===== src/rtl/shift_sequencer.sv =====
// Shift sequencer: loads a downstream shift register, then drives it
// through N shift cycles and reports the value it ends up holding.
module shift_sequencer #(
  parameter int WIDTH = 4,
  parameter int CNT_W = 3
) (
  input  logic             clk,
  input  logic             rst_n,
  input  logic             cmd_valid,
  output logic             cmd_ready,
  input  logic [WIDTH-1:0] cmd_data,
  input  logic             cmd_dir,
  input  logic [CNT_W-1:0] cmd_count,
  output logic             load,
  output logic             lr,
  output logic [WIDTH-1:0] d,
  output logic             busy,
  output logic             done,
  output logic [WIDTH-1:0] result
);

  typedef enum logic [1:0] {
    IDLE  = 2'd0,
    LOAD  = 2'd1,
    SHIFT = 2'd2,
    DONE  = 2'd3
  } state_t;

  state_t           state_q, state_d;
  logic [WIDTH-1:0] data_q, data_d;
  logic             dir_q, dir_d;
  logic [CNT_W-1:0] rem_q, rem_d;
  logic [WIDTH-1:0] shadow_q, shadow_d;
  logic [WIDTH-1:0] result_q, result_d;
  logic             accept;

  assign accept = cmd_valid && (state_q == IDLE);

  // Next state, command latch and remaining-shift counter.
  always_comb begin
    state_d = state_q;
    data_d  = data_q;
    dir_d   = dir_q;
    rem_d   = rem_q;
    unique case (state_q)
      IDLE: begin
        if (accept) begin
          state_d = LOAD;
          data_d  = cmd_data;
          dir_d   = cmd_dir;
          rem_d   = cmd_count;
        end
      end
      LOAD: begin
        state_d = (rem_q == '0) ? DONE : SHIFT;
      end
      SHIFT: begin
        rem_d = rem_q - CNT_W'(1);
        if (rem_q == CNT_W'(1)) state_d = DONE;
      end
      DONE: begin
        state_d = IDLE;
      end
      default: state_d = IDLE;
    endcase
  end

  // Downstream control outputs decoded from the state.
  always_comb begin
    load      = 1'b0;
    lr        = 1'b0;
    d         = '0;
    busy      = 1'b1;
    done      = 1'b0;
    cmd_ready = 1'b0;
    unique case (state_q)
      IDLE: begin
        busy      = 1'b0;
        cmd_ready = 1'b1;
      end
      LOAD: begin
        load = 1'b1;
        lr   = dir_q;
        d    = data_q;
      end
      SHIFT: begin
        lr = dir_q;
        d  = data_q;
      end
      DONE: begin
        done = 1'b1;
      end
      default: busy = 1'b0;
    endcase
  end

  // Shadow copy of the downstream register; result snapshots it on DONE entry.
  always_comb begin
    if (load)    shadow_d = d;
    else if (lr) shadow_d = shadow_q << 1;
    else         shadow_d = shadow_q >> 1;
    result_d = (state_d == DONE) ? shadow_d : result_q;
  end

  // State and datapath registers with synchronous active-low reset.
  always_ff @(posedge clk) begin
    if (!rst_n) begin
      state_q  <= IDLE;
      data_q   <= '0;
      dir_q    <= 1'b0;
      rem_q    <= '0;
      shadow_q <= '0;
      result_q <= '0;
    end else begin
      state_q  <= state_d;
      data_q   <= data_d;
      dir_q    <= dir_d;
      rem_q    <= rem_d;
      shadow_q <= shadow_d;
      result_q <= result_d;
    end
  end

  assign result = result_q;

endmodule

===== config.mk =====
export PLATFORM = sky130hd
export DESIGN_NAME = shift_sequencer
export DESIGN_NICKNAME = d
export VERILOG_FILES = /design/src/rtl/shift_sequencer.sv
export SDC_FILE = /design/constraint.sdc
export NUM_CORES = 1
export LEC_CHECK = 0
export CAP_MARGIN = 20
export CORE_UTILIZATION = 30
export DETAILED_ROUTE_END_ITERATION = 7
export MAX_ROUTING_LAYER = met4
export PLACE_DENSITY_LB_ADDON = 0.12
export SYNTH_ARGS = -nofsm -noshare
export SYNTH_HDL_FRONTEND = slang
export SYNTH_SLANG_ARGS = --single-unit

===== constraint.sdc =====
create_clock -name clk -period 4.4 [get_ports clk]
set_clock_uncertainty 0.15 [all_clocks]
set_input_delay 1.32 -clock clk [delete_from_list [all_inputs] [get_ports clk]]
set_output_delay 1.32 -clock clk [all_outputs]
set_load 0.01 [all_outputs]

Word-level counts from Yosys, hierarchy flattened
Index checks and enable logic that the tools add are counted.

operators by class
  eq/ne operators = 6
  multiplexer cells = 14
  reduce and logical (&&, ||, !) cells = 7
  add/subtract/negate cells = 1

operators with widths
  kind                 number
  $mux 4               3
  $pmux 2 s4           1
  $eq 2x2->1 const B   3
  $mux 1               6
  $pmux 3 s2           1
  $mux 2               2
  $reduce_and 2->1     2
  $eq 3x1->1 const B   1
  $logic_not 3->1      1
  $mux 3               1
  $sub 3x1->3 const B  1
  $eq 2x1->1 const B   1
  $logic_not 2->1      1
  $ne 2x2->1 const B   1
  $reduce_bool 2->1    1
  $reduce_or 2->1      1
  $logic_and 1x1->1    1

storage, ports and cells
  output and inout bits = 13
  register bits = 18
  input bits = 11

Depth between registers and ports, before layout
Gate-level depths: netlist of the first run.

  word-level depth = 5
  mapped depth = 7
  gate-level depth less buffers = 6

Worst setup path after synthesis of the first run
Ideal clock, no wire load.

  path type = register -> output
  start = reg state_q[0]
  end = out d[0]
  cell stages (with the launch flop) = 5
  slack = 1833 ps
  required time = 2930 ps
  path buffers = 1
  arrival time = 1097 ps
  cell sequence = dfxtp_1 -> inv_1 -> ha_1 -> buf_2 -> and2_1

on the way
  cells in the longest elaborated chain, start to end = 3
  elaborated cells on any way between the ends = 4
  classes of those cells = 2 x eq/ne; 1 x mux; 1 x reduce/logical

RTL lines
  item                                      line  source
  start: declaration                        29    state_t state_q, state_d;
  start signal: assignment                  115   state_q <= state_d;
  $eq 2x2->1 or $eq 2x1->1 (tied branches)  76    unique case (state_q)
  $reduce_or 2->1 (no line) *               n/a
  $mux 4 *                                  76
  end: declaration                          16    output logic [WIDTH-1:0] d,

Every way passes the cells marked *; elsewhere a longest branch is shown, timed or not.

Final worst setup path of the first run
  start = reg state_q[0]
  end = out lr

on the way
  cells in the longest elaborated chain, start to end = 3
  elaborated cells on any way between the ends = 4
  classes of those cells = 2 x eq/ne; 1 x mux; 1 x reduce/logical

RTL lines
  item                                      line  source
  $eq 2x2->1 or $eq 2x1->1 (tied branches)  76
  $reduce_or 2->1 (no line) *               n/a
  $mux 1 *                                  76
  end: declaration                          15    output logic lr,

Marked as above.

==> results of run 1 <==
## metal layers
metal / routed length (um) / up-vias / track usage (%) / part of all wire, %
li1: - / 413 / - / -
met1: 1050 / 364 / 17.7 / 52
met2: 854 / 19 / 20.6 / 42
met3: 87 / 4 / 4.62 / 4.3
met4: 23 / 0 / 5.10 / 1.1
met5: 0 / - / - / 0
## worst paths after layout
path / startpoint / endpoint / cells after the start
worst min register to register: result[2] / result[2] / 2
worst max register to register: state_q[0] / result[0] / 4
worst max-delay path: state_q[0] / lr / 4
worst min-delay path: result[2] / result[2] / 2
## placed cells by master (no fill, tap or decap), types with 3 or more instances in the layout
master           Yosys  final
o21ai_0              3      3
a21oi_1              7      7
dfxtp_1             18     18
ha_1                 8      8
nand3_1              7      7
inv_1               12     12
clkdlybuf4s50_1      0     23
nand2_1             13     13
clkbuf_4             0      3
and2_1               8      8
mux2i_1              3      3
## worst max-delay path: stages, from the launching register on
cell and delay (ns):
dfxtp_1 0.44, inv_1 0.11, ha_1 0.45, and2_1 0.23, clkdlybuf4s50_1 0.55
## through the flow
step | instance area, um2 | worst slack, ns | total power, mW | hold WS (ns) | std cells
6_report | 1270 | 0.848 | 0.659 | 0.321 | 175
3_3_place_gp | 1230 | 1.25 | 0.560 | 0.294 | 171
3_5_place_dp | 1230 | 1.19 | 0.565 | 0.309 | 171
4_1_cts | 1270 | 0.834 | 0.671 | 0.326 | 175
2_1_floorplan | 967 | 1.83 | 0.464 | 0.290 | 108
5_1_grt | 1270 | 0.686 | 0.714 | 0.359 | 175
## sequential cells by signal, summed over array words and instances, names as in the netlist
| name | flops |
|---|---|
| data_q | 4 |
| result | 4 |
| shadow_q | 4 |
| rem_q | 3 |
| state_q | 2 |
| dir_q | 1 |
## power by group
part	switching (mW)	internal, mW	leakage [nW]	total, mW
Clock	0.0528	0.0505	0.0210	0.103
Sequential	0.0215	0.190	0.147	0.212
Combinational	0.193	0.151	0.318	0.344
## synthesized netlist by cell type, types with 2 or more instances
| cell type | count | area, um2 |
|---|---|---|
| nor2_1 | 2 | 7.51 |
| nand2_1 | 13 | 48.8 |
| nand3_1 | 7 | 35.0 |
| inv_1 | 12 | 45.0 |
| dfxtp_1 | 18 | 360 |
| ha_1 | 8 | 100 |
| mux2_4 | 2 | 30.0 |
| o21ai_0 | 3 | 15.0 |
| nand4b_1 | 2 | 17.5 |
| mux2i_1 | 3 | 30.0 |
| a221oi_1 | 2 | 17.5 |
| a21oi_1 | 7 | 35.0 |
| o311ai_0 | 2 | 17.5 |
| buf_2 | 3 | 15.0 |
| and2_1 | 8 | 50.1 |
## logic make-up (layout without fill, tap and decap cells)
group                      count (synthesis)  in the layout  synth area share, %
and+or+nand+nor                           38             38                 20.6
AOI/OAI and AO/OA                         22             22                 18.5
DFF                                       18             18                 37.3
buffers and inverters                     17             40                 7.11
adders and majority gates                  8              8                 10.3
muxes                                      5              5                 6.21
## cell type report
| type | count | share of cell area (%) |
|---|---|---|
| inverter | 13 | 3.85 |
| multi-input combinational | 73 | 42.4 |
| clock buffer | 4 | 2.86 |
| sequential | 18 | 28.4 |
| tap | 44 | 4.34 |
| timing repair buffer | 23 | 18.1 |
==> impl_metrics.tcl, run 1 <==
set metrics [dict create \
    fin_crit_ns 3.55 \
    post_cts.repair.setup_buffers 0 \
    ys_ff_latch 18 \
    portBuffers 23 \
    fin_util_pct 41.6 \
    synth_fp_nets 127 \
    gr-total-overflow 0 \
    setup_viol 0 \
    syn_inst 108 \
    antenna_found_initial 0 \
    ys_warn_count 0 \
    cp_data_arrival_time_ns 2.08 \
    relSlewSlack_pct 71.8 \
    syn_area_um2 967 \
    grt_usage_pct 14.0 \
    multi_input_area_um2 538 \
    maxCapViolCount 0 \
    grt_pass1_vias 769 \
    dieWidth_um 58.8 \
    numCtsBuffers 3 \
    worstPathRequired_ns 2.93 \
    wl_per_cell_um 11.5 \
    num-nets-final 151 \
    grt_pass1_wl_um 3440 \
    tns_ns 0 \
    fmax_mhz 282 \
    clk_pin_slew_ns 0.11 \
    ant_nets 0 \
    syn_avg_cell_area_um2 8.96 \
    die-area_um2 3460 \
    critPathKind "flop to primary output" \
    clkLatencyLatePin_ns 0.30 \
    drc 0 \
    grt_start_max_net_pins 13 \
    rsz0062_at_grt "no" \
    tightest_slew_ns 0.423 \
    ys_async_sr_fraction_pct 0 \
    end_kind "primary output" \
    die_y_um 58.8 \
    fillCellCount 342 \
    cp-start-kind "flop" \
    min_path_type "flop to flop" \
    drive_above_1_share_pct 8.40 \
    drt_iter0_drc 8 \
    outcome "finished, final reports clean" \
    finalWirelength_um 2020 \
    rows 20 \
    synth_seq_area_share_pct 37.3 \
    cts_buffer_depth 2 \
    cp_max_fo 11 \
    core_area_um2 3050 \
    peakVddDrop_mv 0.290 \
    htree_levels 1 \
    power_leakage_nw 0.486 \
    finalHoldViolCount 0 \
    ys.flop_type "dfxtp_1" \
    gp_congestion 0.775 \
    powerDensity_nw_per_um2 520 \
    rrSetupSlack_ns 2.31 \
    regArea_um2 360 \
    numClockSinks 18 \
    fin_crit_sh_pct 80.7 \
    cts_root_buffer "clkbuf_4" \
    start_util_pct 31.7 \
    io_pins 24 \
    cts_resized 0 \
    diodes 0 \
    hold_buffers 0 \
    synth_edf_count 0 \
    syn_to_final_growth_pct 31.2 \
    vias 800 \
    synth_cell_type_count 31 \
    hpwl_um 1570 \
    cts_tree "built" \
    firstDrtPassIters 3 \
    viasPerCell 4.57 \
    report.final.slew_viol_count 0 \
]
(Power assumes the default switching activity.)
==> inputs of run 2 (changes only) <==
Clock period 4.4 ns to 3.6 ns, I/O delays scaled along.
==> results of run 2 <==
The final DEF is identical to that of run 1. Status: finished, final reports clean.
Main changes from that run: setup slack after placement 1.19 ns -> 0.627 ns; setup slack after layout 0.848 ns -> 0.288 ns; register-to-register setup slack 2.31 ns -> 1.51 ns; total power 0.659 mW -> 0.806 mW; worst IR drop on VDD 0.290 mV -> 0.355 mV
==> inputs of run 3 (changes only) <==
Clock period 3.6 ns to 2.67 ns, I/O delays scaled along.
==> impl_metrics.tcl, run 3 (synthesis gave the netlist of run 1 again) <==
set metrics [dict create \
    outcome "finished, final reports clean" \
    gr-total-overflow 0 \
    route.met3.wl_um 68 \
    grt_start_max_net_pins 12 \
    met1Wirelength_um 1120 \
    cts_root_buffer "clkbuf_4" \
    gp_congestion 0.740 \
    layout_commonest_cell "clkdlybuf4s50_1" \
    num-nets-final 158 \
    syn_to_final_growth_pct 37.4 \
    worstPathRequired_ns 1.72 \
    cp_data_arrival_time_ns 1.50 \
    cpPeakStageDelay_ns 0.53 \
    drt_iter0_drc 9 \
    fmax_mhz 407 \
    core_area_um2 3050 \
    antenna_found_initial 0 \
    cp-start-kind "flop" \
    report.final.slew_viol_count 0 \
    clk_pin_slew_ns 0.12 \
    dieWidth_um 58.8 \
    fillCellCount 332 \
    min_path_type "flop to flop" \
    rows 20 \
    setup_viol 0 \
    worstPathCellList "inv_1 -> ha_4 -> inv_1 -> clkdlybuf4s50_1" \
    io_pins 24 \
    cts_tree "built" \
    start_util_pct 31.7 \
    ant_nets 0 \
    maxCapViolCount 0 \
    dr.max_layer_used "met4" \
    drive_above_1_share_pct 14.5 \
    fin_crit_ns 2.46 \
    finalHoldViolCount 0 \
    die_y_um 58.8 \
    diodes 0 \
    power_leakage_nw 0.545 \
    firstDrtPassIters 4 \
    hpwl_um 1640 \
    tightest_slew_ns 0.422 \
    die-area_um2 3460 \
    cts_buffer_depth 2 \
    finalWirelength_um 2160 \
    grt_usage_pct 14.2 \
    vias 814 \
    fin_util_pct 43.5 \
    htree_levels 1 \
    grt_pass1_vias 783 \
    drc 0 \
    numCtsBuffers 3 \
    tns_ns 0 \
    portBuffers 23 \
    relSlewSlack_pct 71.8 \
    critPathSlowestCell "clkdlybuf4s50_1" \
    powerDensity_nw_per_um2 883 \
    layout_common_cells "18 x clkdlybuf4s50_1, 17 x dfxtp_1, 13 x nand2_1" \
    critPathKind "flop to primary output" \
    cp_max_fo 3 \
    wl_met2_um 959 \
    clkLatencyLatePin_ns 0.30 \
    numClockSinks 18 \
    viasPerCell 4.47 \
    grt_pass1_wl_um 3480 \
    wl_per_cell_um 11.9 \
    rsz0062_at_grt "no" \
    critPathMostFrequentCell "inv_1" \
    post_cts.repair.setup_buffers 0 \
    peakVddDrop_mv 0.301 \
    fin_crit_sh_pct 92.0 \
    end_kind "primary output" \
]
[run 3: cell types whose count changed in the layout (fill, tap and decap cells not counted)]
cell,previous run,this run
dlygate4sd2_1,0,5
ha_4,0,1
clkdlybuf4s50_1,23,18
buf_4,0,7
ha_1,8,7
dfxtp_1,18,17
dfxtp_2,0,1
[run 3: repair_timing]
item | in CTS | in global routing
resized for setup | 7 | 0
setup endpoints to repair | 5 | 0
hold buffers | 0 | 0
[run 3: routing by layer]
| metal | vias up | track usage [%] |
|---|---|---|
| met3 | 2 | 1.98 |
| met1 | 372 | 17.9 |
| met2 | 17 | 22.1 |
| met4 | 0 | 7.14 |
| met5 | - | - |
| li1 | 423 | - |
[run 3: area by class of cell]
type / count / area, um2 / area share [%]
Inverter: 13 / 48.8 / 3.67
Timing Repair Buffer: 30 / 277 / 20.8
Tap cell: 44 / 55.1 / 4.14
Multi-Input combinational cell: 73 / 551 / 41.4
Sequential cell: 18 / 362 / 27.2
Clock buffer: 4 / 36.3 / 2.73
[run 3: final timing paths]
| path | from | end | slack, ns | depth (start not counted) |
|---|---|---|---|---|
| worst min register to register | result[1] | result[1] | 0.32 | 2 |
| worst max register to register | state_q[1] | result[3] | 0.68 | 6 |
| worst max-delay path | state_q[1] | busy | 0.21 | 4 |
| worst min-delay path | result[1] | result[1] | 0.32 | 2 |
[run 3: stage by stage]
stage	instance area (um2)	cells	hold slack, ns	worst slack [ns]	power, mW
detailed placement	1280	178	0.304	0.151	0.983
global route	1330	182	0.330	0.123	1.25
finish	1330	182	0.317	0.215	1.17
CTS	1330	182	0.324	0.201	1.18
floorplan	967	108	0.290	0.622	0.764
global placement	1280	178	0.294	0.199	0.977
[run 3: power by group]
group	internal, mW	total, mW	switching (mW)
Clock	0.0831	0.173	0.0894
Combinational	0.304	0.656	0.351
Sequential	0.315	0.345	0.0293
[run 3: critical path: cells and delay by family (launching register included)]
family     cells  cell delay [ns]
flops          1             0.35
buf+inv        3             0.67
fa+ha+maj      1             0.19
